`config.mk`:
```
export PLATFORM = sky130hd
export DESIGN_NAME = run_controller
export DESIGN_NICKNAME = d
export VERILOG_FILES = /design/src/rtl/run_controller.sv
export SDC_FILE = /design/constraint.sdc
export NUM_CORES = 1
export LEC_CHECK = 0
export CAP_MARGIN = 30
export CORE_MARGIN = 2
export CORE_UTILIZATION = 50
export CTS_CLUSTER_DIAMETER = 80
export DETAILED_ROUTE_END_ITERATION = 7
export GPL_TIMING_DRIVEN = 0
export PLACE_DENSITY = 0.87
export SLEW_MARGIN = 20
export SYNTH_ARGS = -nofsm -noshare
export SYNTH_HDL_FRONTEND = slang
export SYNTH_SLANG_ARGS = --single-unit
```
`constraint.sdc`:
```
create_clock -name clk -period 3.7 [get_ports clk]
set_input_delay 0.74 -clock clk [delete_from_list [all_inputs] [get_ports clk]]
set_output_delay 0.74 -clock clk [all_outputs]
set_load 0.05 [all_outputs]
```
`src/rtl/run_controller.sv`:
```
// Run-control FSM in front of the 9-bit-ISA datapath: start/ack handshake, DONE/watchdog stop.
// Optional RUN_CTRL_CYCLE_STATS_EN keeps the length of the last completed run in last_cycles.
module run_controller #(
    parameter int unsigned CYC_LIMIT = 4096,
    parameter int unsigned CNT_W     = 16
) (
    input  logic             clk,
    input  logic             reset,
    input  logic             start,
    input  logic             done_dec,
    output logic             run_en,
    output logic             core_clr,
    output logic             ack,
    output logic             timeout,
    output logic [CNT_W-1:0] cycle_cnt,
    output logic [CNT_W-1:0] last_cycles
);

    typedef enum logic [1:0] {StIdle, StArmed, StRun, StFin} state_e;

    localparam logic [CNT_W-1:0] Limit = CNT_W'(CYC_LIMIT);

    state_e           state_q, state_d;
    logic [CNT_W-1:0] cnt_q, cnt_d;
    logic             timeout_q, timeout_d;
    logic             run_en_q, core_clr_q, ack_q;

    always_comb begin
        state_d   = state_q;
        cnt_d     = cnt_q;
        timeout_d = timeout_q;
        unique case (state_q)
            StIdle: begin
                if (start) begin
                    state_d   = StArmed;
                    cnt_d     = '0;
                    timeout_d = 1'b0;
                end
            end
            StArmed: begin
                cnt_d     = '0;
                timeout_d = 1'b0;
                if (!start) begin
                    state_d = StRun;
                    cnt_d   = CNT_W'(1);
                end
            end
            StRun: begin
                // cnt_q counts the current RUN cycle, so the stopping cycle is included.
                if (done_dec) begin
                    state_d   = StFin;
                    timeout_d = 1'b0;
                end else if (cnt_q >= Limit) begin
                    state_d   = StFin;
                    timeout_d = 1'b1;
                end else begin
                    cnt_d = cnt_q + CNT_W'(1);
                end
            end
            StFin: begin
                if (start) begin
                    state_d   = StArmed;
                    cnt_d     = '0;
                    timeout_d = 1'b0;
                end
            end
            default: state_d = StIdle;
        endcase
    end

    // Outputs are registered from the next state so they carry no input-to-output path.
    always_ff @(posedge clk or negedge reset) begin
        if (!reset) begin
            state_q    <= StIdle;
            cnt_q      <= '0;
            timeout_q  <= 1'b0;
            run_en_q   <= 1'b0;
            core_clr_q <= 1'b0;
            ack_q      <= 1'b0;
        end else begin
            state_q    <= state_d;
            cnt_q      <= cnt_d;
            timeout_q  <= timeout_d;
            run_en_q   <= (state_d == StRun);
            core_clr_q <= (state_d == StArmed);
            ack_q      <= (state_d == StFin);
        end
    end

    assign run_en    = run_en_q;
    assign core_clr  = core_clr_q;
    assign ack       = ack_q;
    assign timeout   = timeout_q;
    assign cycle_cnt = cnt_q;

`ifdef RUN_CTRL_CYCLE_STATS_EN
    logic [CNT_W-1:0] last_q;

    always_ff @(posedge clk or negedge reset) begin
        if (!reset) begin
            last_q <= '0;
        end else if (state_q == StRun && state_d == StFin) begin
            last_q <= cnt_q;
        end
    end

    assign last_cycles = last_q;
`else
    assign last_cycles = '0;
`endif

endmodule
```
Word level (Yosys, flattened, before mapping). Cells that the tools add are included.

Register bits: 22. Bits of input ports: 4. Word-level logic and storage cells: 36.

Add/sub/neg operators: 1. Magnitude comparators: 1. Eq/ne operators: 10. Muxes and demuxes: 14. Reduce and logical (&&, ||, !) cells: 4.

Operator list (count): 2-to-1 mux 16 bit (3); one-hot mux 16 bit (3 select lines) (1); adder 16 x 1 -> 16 bit (second input constant) (1); >= comparator 16 x 13 -> 1 bit (second input constant) (1); == test 2 bit (second input constant) (4); 2-to-1 mux 2 bit (4); one-hot mux 2 bit (3 select lines) (1); == test 2 x 1 -> 1 bit (second input constant) (2); 2-to-1 mux 1 bit (4); inequality test 2 bit (second input constant) (2); inequality test 3 bit (second input constant) (1); one-hot mux 1 bit (3 select lines) (1); AND reduction 3 bit (1); zero test 2 bit (1); inequality test 2 x 1 -> 1 bit (second input constant) (1); AND reduction 2 bit (1); OR reduction 2 bit (1).

Depth between registers and ports, before layout. Gate-level depths: netlist of the first run.

Depth after elaboration: 5. Gate-level depth with buffers: 7. Depth with buffers taken out: 7.

Worst setup path before layout of the first run. No wires, ideal clock.

Path kind: register -> register. Start point: register cnt_q[1] (netlist: cycle_cnt[1]). End point: register cnt_q[4] (netlist: cycle_cnt[4]). Library setup time: 0.077 ns. Arrival time: 1.873 ns. Path slack: 1.750 ns. Cell stages (with the launch flop): 7. Buffers on the path: 1. Cells stage by stage: dfrtp_1 > ha_1 > and2_1 > clkbuf_1 > nand2_1 > or4_1 > a21oi_1.

Longest elaborated chain between the ends: 4. Elaborated cells between the ends (all ways): 7. Classes of those cells: add/sub: 1; order compare: 1; eq/ne: 1; mux: 3; reduce/logical: 1.

Ends and longest elaborated chain: start: declaration (line 24) `logic [CNT_W-1:0] cnt_q, cnt_d;`; start signal: assignment (line 82) `cnt_q <= cnt_d;`; adder 16 x 1 -> 16 bit (line 57) `cnt_d = cnt_q + CNT_W'(1);`; 2-to-1 mux 16 bit (line 53) `end else if (cnt_q >= Limit) begin`; 2-to-1 mux 16 bit (line 50) `if (done_dec) begin`; one-hot mux 16 bit (3 select lines) (line 32) `unique case (state_q)`.

Several ways; a longest one is shown, not always the timed one. The select of a mux whose other input is x is not followed. A chain may end at the register's enable or synchronous reset.

Worst setup path in the final report of the first run.
Start point: register cnt_q[3] (netlist: cycle_cnt[3]). End point: output cycle_cnt[3].

RTL lines: end: declaration (line 15) `output logic [CNT_W-1:0] cycle_cnt,`.

No word-level cell between the ends.

==> results of run 1 <==
[power by group]
group          switching, µW  internal (µW)  total [µW]  leakage, µW
clock                   70.8           38.0         109    0.0000138
combinational            381            179         560     0.000488
sequential              24.1            277         302     0.000298
total                    476            494         970     0.000799
[cell type report]
cell class | instances | area [µm²] | area share [%]
Timing Repair Buffer | 23 | 225.2 | 13.11
Tap cell | 31 | 38.79 | 2.258
Multi-Input combinational cell | 107 | 680.7 | 39.62
Buffer | 21 | 151.4 | 8.813
Clock buffer | 3 | 22.52 | 1.311
Inverter | 13 | 48.80 | 2.840
Sequential cell | 22 | 550.5 | 32.05
[metrics by stage]
step | cell area [µm²] | cells | util (%) | power, µW
6_report | 1718 | 220 | 63.95 | 970.4
5_1_grt | 1718 | 220 | 63.95 | 1035
4_1_cts | 1723 | 220 | 64.14 | 967.5
3_5_place_dp | 1700 | 217 | 63.30 | 855.1
3_3_place_gp | 1700 | 217 | 63.30 | 835.8
2_1_floorplan | 1431 | 163 | - | 717.2
[cells in the final DEF (no fill, tap or decap), types with 3 or more instances in the layout]
| master | instances |
|---|---|
| buf_4 | 17 |
| and3_2 | 3 |
| o31ai_1 | 5 |
| a21oi_1 | 5 |
| clkdlybuf4s50_1 | 22 |
| nand2_1 | 10 |
| or4_1 | 3 |
| ha_1 | 4 |
| nor3_1 | 3 |
| mux2i_1 | 3 |
| nor2_1 | 7 |
| conb_1 | 16 |
| o21ai_0 | 8 |
| inv_1 | 13 |
| nor2b_1 | 3 |
| a31oi_1 | 4 |
| dfrtp_1 | 22 |
| clkbuf_4 | 3 |
[metal layers]
layer,up-vias,routed length (µm),share of wire (%),global-route usage [%]
met5,-,0,0,0
met4,0,46,1.5,7.823
met3,7,172,5.6,2.765
met2,51,1609,52,35.38
met1,556,1257,41,26.35
li1,587,-,-,-
[sequential cells by signal, indices dropped and copies added (netlist names)]
signal / cells
core_clr: 1
run_en: 1
cycle_cnt: 16
ack: 1
state_q: 2
timeout: 1
[cells by family after synthesis]
group | after synthesis | synth area share, %
buffers and inverters | 34 | 14.56
flip-flops | 22 | 40.04
multiplexers | 3 | 2.184
adder cells (fa/ha/maj) | 4 | 3.640
AND/OR/NAND/NOR | 42 | 17.74
other | 1 | 0.2727
AO/OA/AOI/OAI | 42 | 21.57
[worst paths after layout]
path                                           from                   endpoint  slack [ns]  cells after the start
max                        cycle_cnt[3]$_DFFE_PN0P_               cycle_cnt[3]        1.30                      1
min                                           reset   cycle_cnt[1]$_DFFE_PN0P_        0.37                      1
max reg2reg                    state_q[0]$_DFF_PN0_   cycle_cnt[9]$_DFFE_PN0P_        1.73                      7
min reg2reg                     timeout$_DFFE_PN0P_        timeout$_DFFE_PN0P_        0.53                      2
max in group asynchronous                     reset  cycle_cnt[11]$_DFFE_PN0P_        2.98                      1
min in group clk                timeout$_DFFE_PN0P_        timeout$_DFFE_PN0P_        0.53                      2
==> out/qor.txt, run 1 <==
status: completed
most frequent cells after synthesis: dfrtp_1 (22), buf_4 (17), inv_1 (13)
Rel. slew slack: 65.98%
Root Buffer: clkbuf_4
Worst Clk Skew: 0.008856 ns
DR vias: 1201
post_cts resized: 0
DR iter-0 viols: 45
Worst Path Buf+Inv: 1
CP Data Required Time: 2.96 ns
Mapped Cells: 148
GRT Util Overall: 20.64%
antenna violations before repair: 0
Synth area leader: dfrtp_1
Slew @ Worst Pin: 0.5064 ns
final estimated routing congestion in global placement: 0.9764
clk buf depth: 2
Avg Cell Area, Syn: 9.291 µm²
Core Box Area: 2686 µm²
largest net degree at the start of global routing: 23
Max stage delay on crit path: 0.86 ns
DRT Pass-1 Iters: 4
clk sinks: 22
fmax: 416.8 MHz
final WL: 3087 µm
Pwr Density: 564.9 nW/µm²
Post-synth EDFFs: 0
most instantiated library cell after synthesis: dfrtp_1
Final Setup Violations: 0
FFs w/ async S/R, synth: 100.0%
dpl ws: 1.286 ns
Overflow after GRT: 0
FF+latch count, synth: 22
boundary pin count: 40
RSZ-0062 raised after global routing: no
diode count: 0
die height: 56.44 µm
Starting Density: 51.19%
Max stage delay cell, worst path: clkdlybuf4s50_1
Hold Slack: 0.3689 ns
Max IR drop VDD: 0.5732 mV
setup tns final: 0 ns
number of max-cap violations: 0
Worst Setup Path Type: reg2out
Area contributors post-synth: dfrtp_1 (40%), buf_4 (9.3%), ha_1 (3.6%)
Final min period: 2.399 ns
Detailed Place HPWL: 2298 µm
Nets: 199
num rows: 19
Critical Path Start Type: flop
Seq/Total Area, Yosys: 40.04%
area grow syn2layout: 24.93%
final slew viol count: 0
CP endpoint kind: output pin
# H-tree levels: 1
worst-skew pair later-pin latency: 0.31 ns
WP data arrival: 1.66 ns
final setup margin: 1.301 ns
synth warn: 0
number of CTS-inserted buffers: 3
first-pass GRT wire length: 5216 µm
Layout fillers: 218
drt via density: 5.459
cell area after synthesis: 1375 µm²
die area: 3185 µm²
critical-path cell list: clkdlybuf4s50_1
Min-Delay Path Class: in2async
drt wl/cell: 14.03 µm
CTS clk-pin slew, worst paths: 0.12 ns
DR DRC count: 0
cts hold-fix bufs: 0
Pleak: 0.0007993 µW
CTS tree: done
Fin. Hold Viols: 0
Setup Buffers After CTS: 0
Synth top area share: 40.04%
Post-DRT Antenna Nets: 0
Netlist cell types: 44
Most used DFF post-synth: dfrtp_1
Crit path max-delay family: buffers and inverters
vias in the first global route: 1120
Crit Path Max Fanout: 8
Die W: 56.44 µm
final worst path period share: 64.85%
share of post-route cells with drive strength above 1: 16.93%
IO buf count: 23
Note: power is estimated with default switching activity, not from simulation.
==> run 2, diff against run 1 <==
CORE_UTILIZATION = 42   (was 50)
PLACE_DENSITY = 0.78   (was 0.87)
clock period = 2.2 ns   (was 3.7 ns; I/O delays follow)
==> out/qor.txt, run 2 (synthesis gave the netlist of run 1 again) <==
dpl ws: 0.1002 ns
Slew @ Worst Pin: 0.5881 ns
number of max-cap violations: 0
IO buf count: 23
clk sinks: 22
CTS clk-pin slew, worst paths: 0.13 ns
vias in the first global route: 1040
most common cell after layout, fill and taps aside: clkdlybuf4s50_1
Pwr Density: 941.7 nW/µm²
Worst Path Buf+Inv: 1
Critical Path Start Type: flop
commonest non-fill, non-tap cells in the layout: clkdlybuf4s50_1 (23), dfrtp_1 (22), buf_4 (17)
final setup margin: 0.1117 ns
critical-path cell list: clkdlybuf4s50_1
number of CTS-inserted buffers: 3
setup tns final: 0 ns
Max stage delay on crit path: 0.84 ns
R2R Setup Slk: 0.27 ns
clk buf depth: 2
Setup Buffers After CTS: 0
Fin. Hold Viols: 0
first-pass GRT wire length: 4781 µm
worst-skew pair later-pin latency: 0.32 ns
die height: 61.22 µm
Reg-to-Reg Start: state_q[0]$_DFF_PN0_
Post-DRT Antenna Nets: 0
RSZ-0062 raised after global routing: no
WP data arrival: 1.65 ns
Max IR drop VDD: 0.7980 mV
Final min period: 2.088 ns
boundary pin count: 40
Final Setup Violations: 0
Overflow after GRT: 0
post_cts resized: 0
Layout Utilization: 57.44%
Placed Area: 1732 µm²
Crit Path Max Fanout: 8
area grow syn2layout: 28.57%
cts hold-fix bufs: 0
total power: 1665 µW
CP endpoint kind: output pin
Pleak: 0.0008139 µW
final estimated routing congestion in global placement: 0.9096
status: completed
Worst Setup Path Type: reg2out
drt via density: 5.094
Reg-to-Reg End: cycle_cnt[9]$_DFFE_PN0P_
DR DRC count: 0
Root Buffer: clkbuf_4
num rows: 20
Reg2Reg Depth: 7
final WL: 2928 µm
Crit path max-delay family: buffers and inverters
largest net degree at the start of global routing: 13
Nets: 200
Layout fillers: 296
Worst Clk Skew: 0.01143 ns
antenna violations before repair: 0
GRT Util Overall: 17.04%
Max stage delay cell, worst path: clkdlybuf4s50_1
Detailed Place HPWL: 2278 µm
die area: 3748 µm²
Rel. slew slack: 60.67%
DR vias: 1197
diode count: 0
max FFs per register: 16
Die W: 61.22 µm
DR iter-0 viols: 47
fmax: 478.9 MHz
CTS tree: done
drt wl/cell: 12.46 µm
share of post-route cells with drive strength above 1: 17.28%
Core Box Area: 3078 µm²
Min-Delay Path Class: in2async
Starting Density: 44.67%
DRT Pass-1 Iters: 4
final slew viol count: 0
CP Data Required Time: 1.76 ns
fin area: 1768 µm²
# H-tree levels: 1
final worst path period share: 94.92%
[run 2: layout make-up]
class	instances	area, µm²	share of cell area (%)
Buffer	21	151.4	8.563
Clock buffer	4	36.28	2.052
Multi-Input combinational cell	107	680.7	38.50
Tap cell	44	55.05	3.114
Sequential cell	22	550.5	31.14
Timing Repair Buffer	24	245.2	13.87
Inverter	13	48.80	2.760
[run 2: how the worst max path moves through the flow]
stage,start,endpoint,slack [ns],cells after the start
after CTS,cycle_cnt[3]$_DFFE_PN0P_,cycle_cnt[3],0.11,1
final,cycle_cnt[3]$_DFFE_PN0P_,cycle_cnt[3],0.11,1
after global routing,cycle_cnt[3]$_DFFE_PN0P_,cycle_cnt[3],0.05,1
after detailed placement,start,cycle_cnt[9]$_DFFE_PN0P_,0.10,6
after floorplan,cycle_cnt[1]$_DFFE_PN0P_,cycle_cnt[4]$_DFFE_PN0P_,0.25,6
after global placement,start,cycle_cnt[9]$_DFFE_PN0P_,0.09,6
[run 2: power by group]
part | total (µW) | internal, µW | switching, µW | leakage (µW)
clock | 229 | 101 | 128 | 0.0000210
combinational | 928 | 303 | 625 | 0.000495
sequential | 508 | 467 | 41.3 | 0.000298
total | 1660 | 871 | 794 | 0.000814
[run 2: layer usage]
layer  GRT usage, %  routed length, µm
met1          22.64               1289
met2          29.48               1411
met3          1.891                195
met4          4.658                 31
met5              0                  0
[run 2: stage by stage]
stage,instances,hold WS [ns]
after floorplan,163,0.1444
after global placement,230,0.4975
after detailed placement,231,0.5089
after CTS,235,0.4855
after global routing,235,0.5129
final,235,0.4765
